===== config.mk =====
export PLATFORM = sky130hd
export DESIGN_NAME = bus_data_port
export DESIGN_NICKNAME = d
export VERILOG_FILES = /design/src/rtl/uaz_bus_pkg.sv /design/src/rtl/bus_timeout_ctr.sv /design/src/rtl/bus_data_port.sv
export SDC_FILE = /design/constraint.sdc
export NUM_CORES = 1
export LEC_CHECK = 0
export ABC_AREA = 1
export CORE_ASPECT_RATIO = 1.5
export CORE_MARGIN = 1.5
export CORE_UTILIZATION = 30
export CTS_CLUSTER_SIZE = 30
export DETAILED_ROUTE_END_ITERATION = 10
export GPL_TIMING_DRIVEN = 0
export PLACE_DENSITY = 0.61
export SKIP_CTS_REPAIR_TIMING = 1
export SLEW_MARGIN = 30
export SYNTH_ARGS = -nofsm -noshare
export SYNTH_HDL_FRONTEND = slang
export SYNTH_SLANG_ARGS = --single-unit

===== constraint.sdc =====
create_clock -name i_Clk -period 1.5 [get_ports i_Clk]
set_input_delay 0.15 -clock i_Clk [delete_from_list [all_inputs] [get_ports i_Clk]]
set_output_delay 0.15 -clock i_Clk [all_outputs]
set_load 0.02 [all_outputs]

===== src/rtl/uaz_bus_pkg.sv =====
// Shared types and defaults for the MicroUAZ8 data-bus master port.
//   UAZ_DATA_W / UAZ_ADDR_W : default data and address widths
//   TO_CNT_W                : watchdog counter width (limit range 1..255)
//   state_e                 : transaction FSM states
//   op_e                    : transaction op encoding (load / store)
package uaz_bus_pkg;

    localparam int unsigned UAZ_DATA_W = 8;
    localparam int unsigned UAZ_ADDR_W = 8;
    localparam int unsigned TO_CNT_W   = 8;

    typedef enum logic [1:0] {
        IDLE = 2'd0,
        REQ  = 2'd1,
        DONE = 2'd2
    } state_e;

    typedef enum logic {
        OP_LD = 1'b0,
        OP_ST = 1'b1
    } op_e;

endpackage : uaz_bus_pkg


===== src/rtl/bus_timeout_ctr.sv =====
// Watchdog counter for a bus transaction.
//   clk, rst_n : clock, async active-low reset
//   clear      : synchronous counter clear (held while not waiting on the bus)
//   enable     : count one cycle per edge
//   limit      : number of enabled cycles allowed (1..255)
//   expire_c   : combinational, high during the limit-th enabled cycle so that the
//                abort lands on the same edge an ack in that cycle would
module bus_timeout_ctr
    import uaz_bus_pkg::*;
(
    input  logic                clk,
    input  logic                rst_n,
    input  logic                clear,
    input  logic                enable,
    input  logic [TO_CNT_W-1:0] limit,
    output logic                expire_c
);

    logic [TO_CNT_W-1:0] cnt_q;

    // cnt_q holds the number of enabled cycles already completed
    assign expire_c = enable && (cnt_q == (limit - TO_CNT_W'(1)));

    always_ff @(posedge clk or negedge rst_n) begin
        if (!rst_n) begin
            cnt_q <= '0;
        end else if (clear) begin
            cnt_q <= '0;
        end else if (enable && !expire_c) begin
            cnt_q <= cnt_q + TO_CNT_W'(1);
        end
    end

endmodule : bus_timeout_ctr


===== src/rtl/bus_data_port.sv =====
// Data-bus master port of the MicroUAZ8 core: one load/store per request, ack handshake.
// Loaded bytes are registered on o_Dato_Bus for the data-write select stage.
// Optional watchdog: define BUS_TIMEOUT_EN to abort a transaction after TO_CYC REQ cycles
// without ack (o_Err set); otherwise REQ waits for ack indefinitely and o_Err stays 0.
// Ports:
//   i_Clk, i_Rst_n                 clock, async active-low reset
//   i_Req, i_We, i_Addr, i_Wdata   request, sampled in IDLE only
//   o_Busy, o_Done, o_Err          status (Done is a 1-cycle pulse)
//   o_Dato_Bus                     last successfully loaded byte
//   o_Bus_Addr, o_Bus_Wdata        bus address / write data, stable through REQ
//   o_Bus_Rd, o_Bus_Wr             bus strobes
//   i_Bus_Rdata, i_Bus_Ack         bus response
module bus_data_port
    import uaz_bus_pkg::*;
#(
    parameter int unsigned DATA_W = UAZ_DATA_W,
    parameter int unsigned ADDR_W = UAZ_ADDR_W,
    parameter int unsigned TO_CYC = 15
) (
    input  logic              i_Clk,
    input  logic              i_Rst_n,
    input  logic              i_Req,
    input  logic              i_We,
    input  logic [ADDR_W-1:0] i_Addr,
    input  logic [DATA_W-1:0] i_Wdata,
    output logic              o_Busy,
    output logic              o_Done,
    output logic              o_Err,
    output logic [DATA_W-1:0] o_Dato_Bus,
    output logic [ADDR_W-1:0] o_Bus_Addr,
    output logic [DATA_W-1:0] o_Bus_Wdata,
    output logic              o_Bus_Rd,
    output logic              o_Bus_Wr,
    input  logic [DATA_W-1:0] i_Bus_Rdata,
    input  logic              i_Bus_Ack
);

    if ((TO_CYC < 1) || (TO_CYC > 255)) begin : g_bad_to_cyc
        $error("bus_data_port: TO_CYC must be in 1..255");
    end

    state_e            state_q, state_d;
    op_e               op_q, op_d;
    logic              busy_d, done_d, err_d, rd_d, wr_d;
    logic [DATA_W-1:0] dato_d, wdata_d;
    logic [ADDR_W-1:0] addr_d;
    logic              timeout_c;

`ifdef BUS_TIMEOUT_EN
    // Watchdog runs only while waiting in REQ and restarts on every transaction
    bus_timeout_ctr u_timeout (
        .clk      (i_Clk),
        .rst_n    (i_Rst_n),
        .clear    (state_q != REQ),
        .enable   (state_q == REQ),
        .limit    (TO_CNT_W'(TO_CYC)),
        .expire_c (timeout_c)
    );
`else
    assign timeout_c = 1'b0;
`endif

    // State and all outputs are registered here
    always_ff @(posedge i_Clk or negedge i_Rst_n) begin
        if (!i_Rst_n) begin
            state_q     <= IDLE;
            op_q        <= OP_LD;
            o_Busy      <= 1'b0;
            o_Done      <= 1'b0;
            o_Err       <= 1'b0;
            o_Dato_Bus  <= '0;
            o_Bus_Addr  <= '0;
            o_Bus_Wdata <= '0;
            o_Bus_Rd    <= 1'b0;
            o_Bus_Wr    <= 1'b0;
        end else begin
            state_q     <= state_d;
            op_q        <= op_d;
            o_Busy      <= busy_d;
            o_Done      <= done_d;
            o_Err       <= err_d;
            o_Dato_Bus  <= dato_d;
            o_Bus_Addr  <= addr_d;
            o_Bus_Wdata <= wdata_d;
            o_Bus_Rd    <= rd_d;
            o_Bus_Wr    <= wr_d;
        end
    end

    // Next state and next output values
    always_comb begin
        state_d = state_q;
        op_d    = op_q;
        busy_d  = o_Busy;
        done_d  = 1'b0;
        err_d   = o_Err;
        dato_d  = o_Dato_Bus;
        addr_d  = o_Bus_Addr;
        wdata_d = o_Bus_Wdata;
        rd_d    = 1'b0;
        wr_d    = 1'b0;

        unique case (state_q)
            IDLE: begin
                if (i_Req) begin
                    state_d = REQ;
                    op_d    = op_e'(i_We);
                    addr_d  = i_Addr;
                    wdata_d = i_Wdata;
                    err_d   = 1'b0;
                    busy_d  = 1'b1;
                    rd_d    = !i_We;
                    wr_d    = i_We;
                end
            end
            REQ: begin
                rd_d = o_Bus_Rd;
                wr_d = o_Bus_Wr;
                // Ack takes priority over a same-edge watchdog expiry
                if (i_Bus_Ack) begin
                    if (op_q == OP_LD) begin
                        dato_d = i_Bus_Rdata;
                    end
                    state_d = DONE;
                    done_d  = 1'b1;
                    rd_d    = 1'b0;
                    wr_d    = 1'b0;
                end else if (timeout_c) begin
                    state_d = DONE;
                    done_d  = 1'b1;
                    err_d   = 1'b1;
                    rd_d    = 1'b0;
                    wr_d    = 1'b0;
                end
            end
            DONE: begin
                state_d = IDLE;
                busy_d  = 1'b0;
            end
            default: begin
                state_d = IDLE;
                busy_d  = 1'b0;
            end
        endcase
    end

endmodule : bus_data_port


==> results_dict.tcl <==
set metrics [dict create \
    status "finished, final reports clean" \
    cp_slowest_cell "clkdlybuf4s50_1" \
    die_h_um 81.8 \
    cts_htree_levels 2 \
    drt_iter0_markers 32 \
    endpoint "o_Bus_Wdata[0]" \
    core_region_area_sq_mm 0.00396 \
    fillers 380 \
    grt.total_usage_pct 13.7 \
    crit_type "register to primary output" \
    crit_chain "clkdlybuf4s50_1" \
    tritoncts "done" \
    synth_fp_nets 161 \
    synth_cells 132 \
    gr-total-overflow 0 \
    maxSlewViolCount 0 \
    cp.required_ns 1.35 \
    critPathTopFamily "buffers and inverters" \
    ys_seq_area_share_pct 62.5 \
    clock_path_buffers 2 \
    fmax_mhz 714 \
    fin_worst_hold_slack_ns 0.228 \
    drc 0 \
    drv_cap 0 \
    maxSlewHeadroom_pct 55.4 \
    rows 28 \
    diodes 0 \
    startpoint_type "register" \
    synth_edf_count 0 \
    grt_pass1_wl_um 4740 \
    path_buf_inv 1 \
    period_needed_ns 1.40 \
    setup_violations 0 \
    path_clk_slew_ns 0.06 \
    r2r-end "o_Bus_Addr[7]" \
    fin_skew_ns 0.00230 \
    grt_pass1_vias 1096 \
    synthTopCellsByArea "dfrtp_1, nand2_1, nand3_1" \
    die_w_um 55.5 \
    p_leak_nw 0.960 \
    grt_max_degree 32 \
    setup_ws_ns 0.0988 \
    worst_setup_path_end_kind "primary output" \
    clk_latency_ns 0.28 \
    crit_cells 1 \
    path_max_fanout 2 \
    antenna_found_initial 0 \
    synth_warnings 0 \
    postSynthAreaPerCell_sq_um 9.40 \
    rsz0062_at_grt "no" \
    power.total_w 0.00369 \
    io_pins 58 \
    final_nets 224 \
    netlist_area_sq_mm 0.00124 \
    drt-total-wl_um 2950 \
    cts-root-buf "clkbuf_8" \
    async_flop_share_pct 100 \
    globalplace.congestion 0.829 \
    max-vdd-ir-drop_uv 1000 \
    synthTopCellsByCount "nand2_1, dfrtp_1, nand3_1" \
    reg2reg_slack_ns 0.26 \
    synth-main-ff-cell "dfrtp_1" \
    hold_class "input port to register" \
    reg2reg_from "state_q[1]" \
    synth_top_area_share_pct 62.5 \
    final-hold-violation-count 0 \
    areaGrowthSynthToFinish_pct 57.4 \
    crit_start "o_Bus_Wdata[0]" \
    wl_per_cell_um 12.3 \
    clkSinkCount 31 \
    tightest_slew_ns 0.669 \
    num_vias 1113 \
    ff2ff_path_depth 5 \
    place_ws_ns 0.0309 \
    first_pass_iters 4 \
    die_area_sq_mm 0.00454 \
    critPathMaxStageDelay_ns 0.61 \
    synth_top_area_cell "dfrtp_1" \
    synth_most_common_cell "nand2_1" \
    worstPathArrival_ns 1.25 \
    start_util_pct 31.4 \
    numCtsBuffers 5 \
    io_buffers 55 \
    yosysUniqueCellTypes 14 \
    place_hpwl_um 2220 \
    viasPerCell 4.62 \
    drive_gt1_share_pct 9.18 \
    post-route-period-util_pct 93.4 \
    p_per_area_mw_per_mm2 1890 \
    drtAntennaViolNets 0 \
    synth_seq_cells 31 \
]
-- where the power goes --
part           total (W)  switching, W  internal [W]
clock           0.000706      0.000289      0.000418
combinational    0.00163      0.000872      0.000760
sequential       0.00135      0.000190       0.00116
-- layout make-up --
cell class | instances | area (sq um) | share of cell area (%)
Buffer | 5 | 36.3 | 1.86
Clock buffer | 8 | 100 | 5.12
Inverter | 3 | 11.3 | 0.577
Multi-Input combinational cell | 93 | 418 | 21.4
Sequential cell | 31 | 776 | 39.7
Tap cell | 45 | 56.3 | 2.88
Timing Repair Buffer | 56 | 556 | 28.4
-- cell families (layout without fill, tap and decap cells) --
kind of cell | count (synthesis) | in the layout | share of synthesized area (%)
buffers and inverters | 8 | 72 | 3.83
AND/OR/NAND/NOR | 91 | 91 | 33.0
other | 1 | 1 | 0.302
flip-flops | 31 | 31 | 62.5
AO/OA/AOI/OAI | 1 | 1 | 0.403
-- state kept, by name, summed over array words and instances, names as in the netlist --
| name | flops |
|---|---|
| o_Bus_Addr | 8 |
| o_Bus_Wdata | 8 |
| o_Dato_Bus | 8 |
| state_q | 2 |
| o_Bus_Rd | 1 |
| o_Bus_Wr | 1 |
| o_Busy | 1 |
| o_Done | 1 |
| op_q | 1 |
-- through the flow --
step	setup TNS, ns	area, sq um	utilization (%)	std cells
2_1_floorplan	0	1240	-	132
3_3_place_gp	-7.91	1850	46.7	232
3_5_place_dp	0	1840	46.6	232
4_1_cts	0	1940	49.1	240
5_1_grt	0	1950	49.3	241
6_report	0	1950	49.3	241
-- worst register-to-register path, stage by stage (launching register included) --
cell     delay [ns]
dfrtp_1        0.44
nor2_4         0.25
nand2_4        0.15
buf_6          0.17
nand2_1        0.07
nand2_1        0.05
-- placed cells by master (no fill, tap or decap) --
cell	n
clkbuf_8	7
clkdlybuf4s50_1	54
nand2_4	2
dfrtp_1	31
nand3_1	25
nand2_1	57
dlygate4sd3_1	1
buf_2	3
nor2_2	1
buf_4	2
inv_1	3
o21ai_0	1
buf_6	1
nor2_4	2
conb_1	1
nand3b_1	1
clkbuf_1	1
nor2_1	3
-- worst min-delay path by stage --
stage	cells after the start	start	slack [ns]	to
after global placement	2	o_Bus_Wr	0.46	o_Bus_Wr
final	3	i_Req	0.23	o_Bus_Wdata[6]
after CTS	1	i_Rst_n	-0.07	o_Dato_Bus[7]
after detailed placement	1	i_Rst_n	0.23	o_Dato_Bus[7]
after floorplan	0	i_Rst_n	-0.15	o_Bus_Addr[0]
after global routing	3	i_Req	0.24	o_Bus_Wdata[2]
-- metal layers --
layer	GRT usage (%)	part of all wire (%)	vias up
met5	0	0	-
met4	6.59	2.0	0
met3	5.67	7.1	7
met2	24.0	51	41
met1	14.1	39	524
li1	-	-	541
Note: power is estimated with default switching activity, not from simulation.
